File: config.mk
export PLATFORM = sky130hd
export DESIGN_NAME = seq_engine
export DESIGN_NICKNAME = d
export VERILOG_FILES = /design/src/rtl/seq_engine.sv
export SDC_FILE = /design/constraint.sdc
export NUM_CORES = 2
export LEC_CHECK = 0
export CAP_MARGIN = 10
export CORE_MARGIN = 1
export CORE_UTILIZATION = 55
export DETAILED_ROUTE_END_ITERATION = 12
export HOLD_SLACK_MARGIN = 0.05
export PLACE_DENSITY = 0.72
export SETUP_SLACK_MARGIN = 0.2
export SLEW_MARGIN = 20
export SYNTH_ARGS = -nofsm -noshare
export SYNTH_HDL_FRONTEND = slang
export SYNTH_SLANG_ARGS = --single-unit
File: constraint.sdc
create_clock -name clk -period 3.1 [get_ports clk]
set_clock_uncertainty 0.15 [all_clocks]
set_input_delay 0.775 -clock clk [delete_from_list [all_inputs] [get_ports clk]]
set_output_delay 0.775 -clock clk [all_outputs]
set_load 0.02 [all_outputs]
File: src/rtl/seq_engine.sv
// seq_engine: slot-table sequencer. Walks slots 0..end_cnt, programs a slave
// for every armed slot through a reprog/init/start handshake, times its run
// and writes status/profile back into the table.
module seq_engine #(
  parameter int IDX_W  = 3,
  parameter int ADDR_W = 32,
  parameter int SIZE_W = 26,
  parameter int PROF_W = 32,
  parameter int TO_W   = 16
) (
  input  logic              clk,
  input  logic              reset,
  input  logic              cfg_wr,
  input  logic [IDX_W-1:0]  cfg_idx,
  input  logic [2:0]        cfg_field,
  input  logic [ADDR_W-1:0] cfg_data,
  output logic              cfg_err,
  input  logic              rd_req,
  input  logic [IDX_W-1:0]  rd_idx,
  output logic              rd_valid,
  output logic [ADDR_W-1:0] rd_src_addr,
  output logic [ADDR_W-1:0] rd_dst_addr,
  output logic [SIZE_W-1:0] rd_src_size,
  output logic [SIZE_W-1:0] rd_dst_size,
  output logic [1:0]        rd_status,
  output logic [PROF_W-1:0] rd_profile,
  input  logic              ctrl_start,
  input  logic              ctrl_stop,
  input  logic              ctrl_loop,
  input  logic [IDX_W-1:0]  end_cnt,
  input  logic [TO_W-1:0]   timeout_limit,
  output logic              busy,
  output logic              done,
  output logic              err,
  output logic [IDX_W-1:0]  main_cnt,
  output logic              slave_reprog,
  input  logic              slave_reprog_ack,
  output logic              slave_init,
  input  logic              slave_init_done,
  output logic              slave_start,
  input  logic              slave_start_ack,
  input  logic              slave_fin,
  output logic [ADDR_W-1:0] slave_src_addr,
  output logic [ADDR_W-1:0] slave_dst_addr,
  output logic [SIZE_W-1:0] slave_src_size,
  output logic [SIZE_W-1:0] slave_dst_size
);

  localparam int SLOTS = 1 << IDX_W;

  typedef enum logic [2:0] {
    S_IDLE, S_CHECK, S_REPROG, S_INIT, S_START, S_EXEC, S_WRBACK, S_ERROR
  } state_t;

  state_t state, nxt;

  logic [ADDR_W-1:0] t_src_addr [SLOTS];
  logic [ADDR_W-1:0] t_dst_addr [SLOTS];
  logic [SIZE_W-1:0] t_src_size [SLOTS];
  logic [SIZE_W-1:0] t_dst_size [SLOTS];
  logic [1:0]        t_status   [SLOTS];
  logic [PROF_W-1:0] t_prof     [SLOTS];

  logic [PROF_W-1:0] prof_cnt;
  logic              stop_pend;
  logic              skip;        // current slot was disabled: WRBACK must not touch it
  logic              stop_now;
  logic              timeout_hit;
  logic              last;

  // A stop arriving in the WRBACK cycle itself still takes effect there.
  assign stop_now    = stop_pend | ctrl_stop;
  assign timeout_hit = (timeout_limit != '0) && (prof_cnt == PROF_W'(timeout_limit));
  assign last        = (main_cnt == end_cnt);

  // State register.
  always_ff @(posedge clk or negedge reset) begin
    if (!reset) state <= S_IDLE;
    else        state <= nxt;
  end

  // Next-state and handshake outputs; handshakes decode straight from state so
  // reset drops them in the same cycle.
  always_comb begin
    nxt          = state;
    busy         = (state != S_IDLE);
    slave_reprog = 1'b0;
    slave_init   = 1'b0;
    slave_start  = 1'b0;
    case (state)
      S_IDLE:   if (ctrl_start) nxt = S_CHECK;
      S_CHECK:  nxt = (t_status[main_cnt] == 2'b00) ? S_WRBACK : S_REPROG;
      S_REPROG: begin
        slave_reprog = 1'b1;
        if (slave_reprog_ack) nxt = S_INIT;
      end
      S_INIT: begin
        slave_init = 1'b1;
        if (slave_init_done) nxt = S_START;
      end
      S_START: begin
        slave_start = 1'b1;
        if (slave_start_ack) nxt = S_EXEC;
      end
      S_EXEC: begin
        if (slave_fin)        nxt = S_WRBACK;
        else if (timeout_hit) nxt = S_ERROR;
      end
      S_WRBACK: begin
        if (stop_now)  nxt = S_IDLE;
        else if (last) nxt = ctrl_loop ? S_CHECK : S_IDLE;
        else           nxt = S_CHECK;
      end
      S_ERROR:  nxt = S_IDLE;
      default:  nxt = S_IDLE;
    endcase
  end

  // Sequencing datapath: slot pointer, run counter, sticky flags, slave regs.
  always_ff @(posedge clk or negedge reset) begin
    if (!reset) begin
      main_cnt       <= '0;
      prof_cnt       <= '0;
      done           <= 1'b0;
      err            <= 1'b0;
      stop_pend      <= 1'b0;
      skip           <= 1'b0;
      slave_src_addr <= '0;
      slave_dst_addr <= '0;
      slave_src_size <= '0;
      slave_dst_size <= '0;
    end else begin
      if (busy && ctrl_stop) stop_pend <= 1'b1;
      case (state)
        S_IDLE: if (ctrl_start) begin
          main_cnt  <= '0;
          done      <= 1'b0;
          err       <= 1'b0;
          stop_pend <= 1'b0;
        end
        S_CHECK: begin
          skip <= (t_status[main_cnt] == 2'b00);
          if (t_status[main_cnt] != 2'b00) begin
            slave_src_addr <= t_src_addr[main_cnt];
            slave_dst_addr <= t_dst_addr[main_cnt];
            slave_src_size <= t_src_size[main_cnt];
            slave_dst_size <= t_dst_size[main_cnt];
          end
        end
        S_START: if (slave_start_ack) prof_cnt <= '0;
        // The timeout cycle does not count, so the recorded profile equals the limit.
        S_EXEC: if (nxt != S_ERROR && prof_cnt != '1) prof_cnt <= prof_cnt + 1'b1;
        S_WRBACK: begin
          if (stop_now) stop_pend <= 1'b0;
          else if (last) begin
            if (ctrl_loop) main_cnt <= '0;
            else           done     <= 1'b1;
          end else main_cnt <= main_cnt + 1'b1;
        end
        S_ERROR: err <= 1'b1;
        default: ;
      endcase
    end
  end

  // Slot table: host writes in IDLE, engine writeback, registered readback.
  always_ff @(posedge clk or negedge reset) begin
    if (!reset) begin
      for (int i = 0; i < SLOTS; i++) begin
        t_src_addr[i] <= '0;
        t_dst_addr[i] <= '0;
        t_src_size[i] <= '0;
        t_dst_size[i] <= '0;
        t_status[i]   <= '0;
        t_prof[i]     <= '0;
      end
      cfg_err     <= 1'b0;
      rd_valid    <= 1'b0;
      rd_src_addr <= '0;
      rd_dst_addr <= '0;
      rd_src_size <= '0;
      rd_dst_size <= '0;
      rd_status   <= '0;
      rd_profile  <= '0;
    end else begin
      cfg_err  <= cfg_wr && (state != S_IDLE);
      rd_valid <= rd_req;
      if (rd_req) begin
        rd_src_addr <= t_src_addr[rd_idx];
        rd_dst_addr <= t_dst_addr[rd_idx];
        rd_src_size <= t_src_size[rd_idx];
        rd_dst_size <= t_dst_size[rd_idx];
        rd_status   <= t_status[rd_idx];
        rd_profile  <= t_prof[rd_idx];
      end
      if (cfg_wr && state == S_IDLE) begin
        case (cfg_field)
          3'd0: t_src_addr[cfg_idx] <= cfg_data;
          3'd1: t_src_size[cfg_idx] <= cfg_data[SIZE_W-1:0];
          3'd2: t_dst_addr[cfg_idx] <= cfg_data;
          3'd3: t_dst_size[cfg_idx] <= cfg_data[SIZE_W-1:0];
          3'd4: t_status[cfg_idx]   <= cfg_data[1:0];
          default: ;
        endcase
      end
      if (state == S_WRBACK && !skip) begin
        t_status[main_cnt] <= 2'b10;
        t_prof[main_cnt]   <= prof_cnt;
      end
      if (state == S_ERROR) begin
        t_status[main_cnt] <= 2'b11;
        t_prof[main_cnt]   <= prof_cnt;
      end
    end
  end

endmodule

==> flow_summary.toml <==
[status]
status = "finished clean"

[critical_path]
critPathRequiredTime_ns = 2.17
crit_type = "reg -> out"
crit_arrival_ns = 1.96
rr_worst_depth = 6
slowest_stage = "clkdlybuf4s50_1"
cpPeakStageDelay_ns = 0.67
cp-start-kind = "flop"
cp_cell_sequence = "clkdlybuf4s50_1"
path_buf_inv = 1
critPathTopFamily = "buffers and inverters"
crit_cells = 1
cp_max_fo = 2
crit_path_end_kind = "output pin"

[grt]
grt.total_usage_pct = 32.2
grt_pass1_vias = 49854
grt_max_degree = 102
grt_remaining_overflow = 0
grt_pass1_wl_um = 316000
antenna_found_initial = 6

[logic_synthesis]
yosys_warnings = 0
synth_cell_types = 66
yosysSeqAreaShare_pct = 53.6
synthFlopType = "dfrtp_1"
synth_largest_area_cell = "dfrtp_1"
synthTopCellsByArea = "dfrtp_1, mux2_2, mux4_2"
ys_ff_latch = 1510
netlist_area_sq_um = 70500
synth_cells = 5143
async_reset_ff_share_pct = 100
synth_edf_count = 0
synth_nets = 5216
synth.top_cell.area_share_pct = 53.6
avgSynthCellArea_sq_um = 13.7

[clock_tree]
ctsHtreeMaxLevel = 4
clock_path_buffers = 3
tritoncts = "done"
numCtsBuffers = 158
clock_latency_ns = 0.79
clk_pin_slew_ns = 0.06
cts_root_buf = "clkbuf_16"
clock_sinks = 1510

[floorplanning]
floorplan.die.width_um = 360
pin_count = 348
start_util_pct = 55.4
rows = 131
die_h_um = 360
coreArea_sq_um = 127000
fp.dieArea_sq_um = 130000

[final_layout]
drive_above_1_share_pct = 36.9
syn_to_final_growth_pct = 18.2
fin_util_pct = 65.4
nets = 5533

[sta]
slew_headroom_pct = 31.7
fmax_mhz = 346
slew_viol_final = 0
fin_crit_sh_pct = 93.1
fin_crit_ns = 2.89
finalSetupViolCount = 0
rsz0062_at_grt = "no"
hold_viol = 0
worst_slew_pin_slew_ns = 1.02

[pwr]
ir_drop_uv = 598
p_per_area_nw_per_um2 = 700
power_mw = 58.4
switching_share_pct = 30.8
comb_power_share_pct = 22.5
p_seq_share_pct = 44.1
power.switching_mw = 18.0
clkPwrFrac_pct = 33.4
p_int_mw = 40.4
leakage_nw = 38.0

[route]
detail_route.wl_per_cell_um = 28.6
dr.first_iter.drc_count = 4927
ant_nets = 0
postRouteWirelength_um = 207000
viasPerCell = 6.69
route.vias.total = 48521
dr.pass1.iters = 9
route.detailed.drc = 0

[worst_hold_path]
worstHoldPathCells = 1
hp-class = "in -> reg"

[placed_design]
place_hpwl_um = 126000
io_buffers = 347
place_congestion = 0.883

[run]
maxCapViolCount = 0
-- per-layer routing --
layer	part of all wire, %	up-vias	global-route usage [%]
li1	-	20183	-
met1	42	25668	45.1
met2	47	2190	49.9
met4	3.7	8	12.8
met3	7.7	472	5.81
met5	0.020	-	0
-- area by class of cell --
cell class,instances,area (sq um)
fill,9182,44000
sequential,1510,37800
multi-input combinational,3122,30700
timing repair buffer,655,7350
clock buffer,233,4620
tap,1662,2080
clock inverter,55,703
inverter,13,48.8
antenna,3,7.51
-- sequential cells by signal, summed over array words and instances, names as in the netlist, 2 cells and up, named ones only --
signal	flops
t_dst_addr	256
t_src_addr	256
t_prof	224
t_dst_size	208
t_src_size	208
prof_cnt	32
rd_dst_addr	32
rd_profile	32
rd_src_addr	32
slave_dst_addr	32
slave_src_addr	32
rd_dst_size	26
rd_src_size	26
slave_dst_size	26
slave_src_size	26
t_status	16
main_cnt	3
state	3
rd_status	2
-- stage by stage --
step / setup TNS, ns / cells / instance area, sq um / hold slack, ns / setup WS (ns)
3_5_place_dp: -3.45 / 6954 / 77900 / 0.317 / -0.286
6_report: 0 / 7253 / 83400 / 0.107 / 0.214
4_1_cts: 0 / 7250 / 83300 / 0.0664 / 0.204
3_3_place_gp: -2.43 / 6954 / 77900 / 0.307 / -0.239
2_1_floorplan: 0 / 5143 / 70500 / 0.294 / 0.391
5_1_grt: 0 / 7250 / 83300 / 0.0883 / 0.186
-- power groups by stage --
stage	logic (mW)	registers (mW)	clock network [mW]
after floorplan	6.54	25.9	0
after global placement	12.8	25.8	0
after detailed placement	13.0	25.9	0
after CTS	13.2	25.6	19.7
after global routing	14.0	26.0	20.5
final	13.1	25.7	19.5
-- final timing paths --
path / start / end / slack (ns)
worst min-delay path: rd_req / rd_valid$_DFF_PN0_ / 0.11
worst max-delay path: slave_src_addr[7]$_DFFE_PN0P_ / slave_src_addr[7] / 0.21
max in group asynchronous: reset / t_dst_addr[247]$_DFFE_PN0P_ / 1.32
worst max register to register: state[1]$_DFF_PN0_ / t_prof[35]$_DFF_PN0_ / 0.27
worst min register to register: t_prof[147]$_DFF_PN0_ / t_prof[147]$_DFF_PN0_ / 0.33
min in group asynchronous: reset / rd_dst_size[21]$_DFFE_PN0P_ / 0.45
-- what timing repair did --
item / 4_1_cts / 5_1_grt
setup buffers: 7 / 0
hold buffers: 1 / 0
gates resized for setup: 34 / 5
hold endpoints to repair: 63 / 0
endpoints found under the setup margin: 10 / 50
-- cell usage after synthesis, drive strengths merged, types with 5 or more instances --
cell type and instances:
a21oi 170, a221oi 225, a22o 223, a311oi 7
a31oi 112, and2 6, and3 26, buf 188
clkbuf 310, dfrtp 1510, inv 13, mux2 1127
mux2i 170, mux4 300, nand2 132, nand2b 5
nand3 48, nand3b 6, nand4 18, nor2 329
nor3 12, nor4 16, o211ai 8, o21ai 80
o22ai 8, o311ai 6, o31ai 14, or3 6
xnor2 16
-- cells in the final DEF, fill, tap and decap left out, types with 13 or more instances in the layout --
master | synthesis | layout
a21oi_1 | 170 | 170
a221oi_1 | 225 | 225
a22o_1 | 223 | 223
a31oi_1 | 112 | 112
and3_1 | 26 | 25
buf_12 | 0 | 122
buf_4 | 34 | 181
clkbuf_1 | 310 | 42
clkbuf_16 | 0 | 163
clkbuf_8 | 0 | 28
clkdlybuf4s50_1 | 0 | 329
clkinv_2 | 0 | 24
dfrtp_1 | 1510 | 1503
mux2_2 | 1127 | 1127
mux2i_1 | 170 | 170
mux4_2 | 300 | 300
nand2_1 | 132 | 119
nand2_2 | 0 | 13
nand3_1 | 47 | 47
nand4_1 | 18 | 18
nor2_1 | 311 | 302
nor2_2 | 18 | 18
nor4_1 | 15 | 15
o21ai_0 | 79 | 79
o31ai_1 | 14 | 14
xnor2_1 | 16 | 16
-- cell families (layout without fill, tap and decap cells) --
logic type | after synthesis | in the layout | synth area share (%)
compound gates | 878 | 878 | 9.13
xor+xnor | 19 | 19 | 0.236
fa+ha+maj | 2 | 2 | 0.0355
buf+inv | 511 | 956 | 3.08
flops | 1510 | 1510 | 53.6
mux | 1597 | 1597 | 30.0
other cells | 0 | 3 | 0
simple gates | 626 | 626 | 3.99
Note: power is estimated with default switching activity, not from simulation.
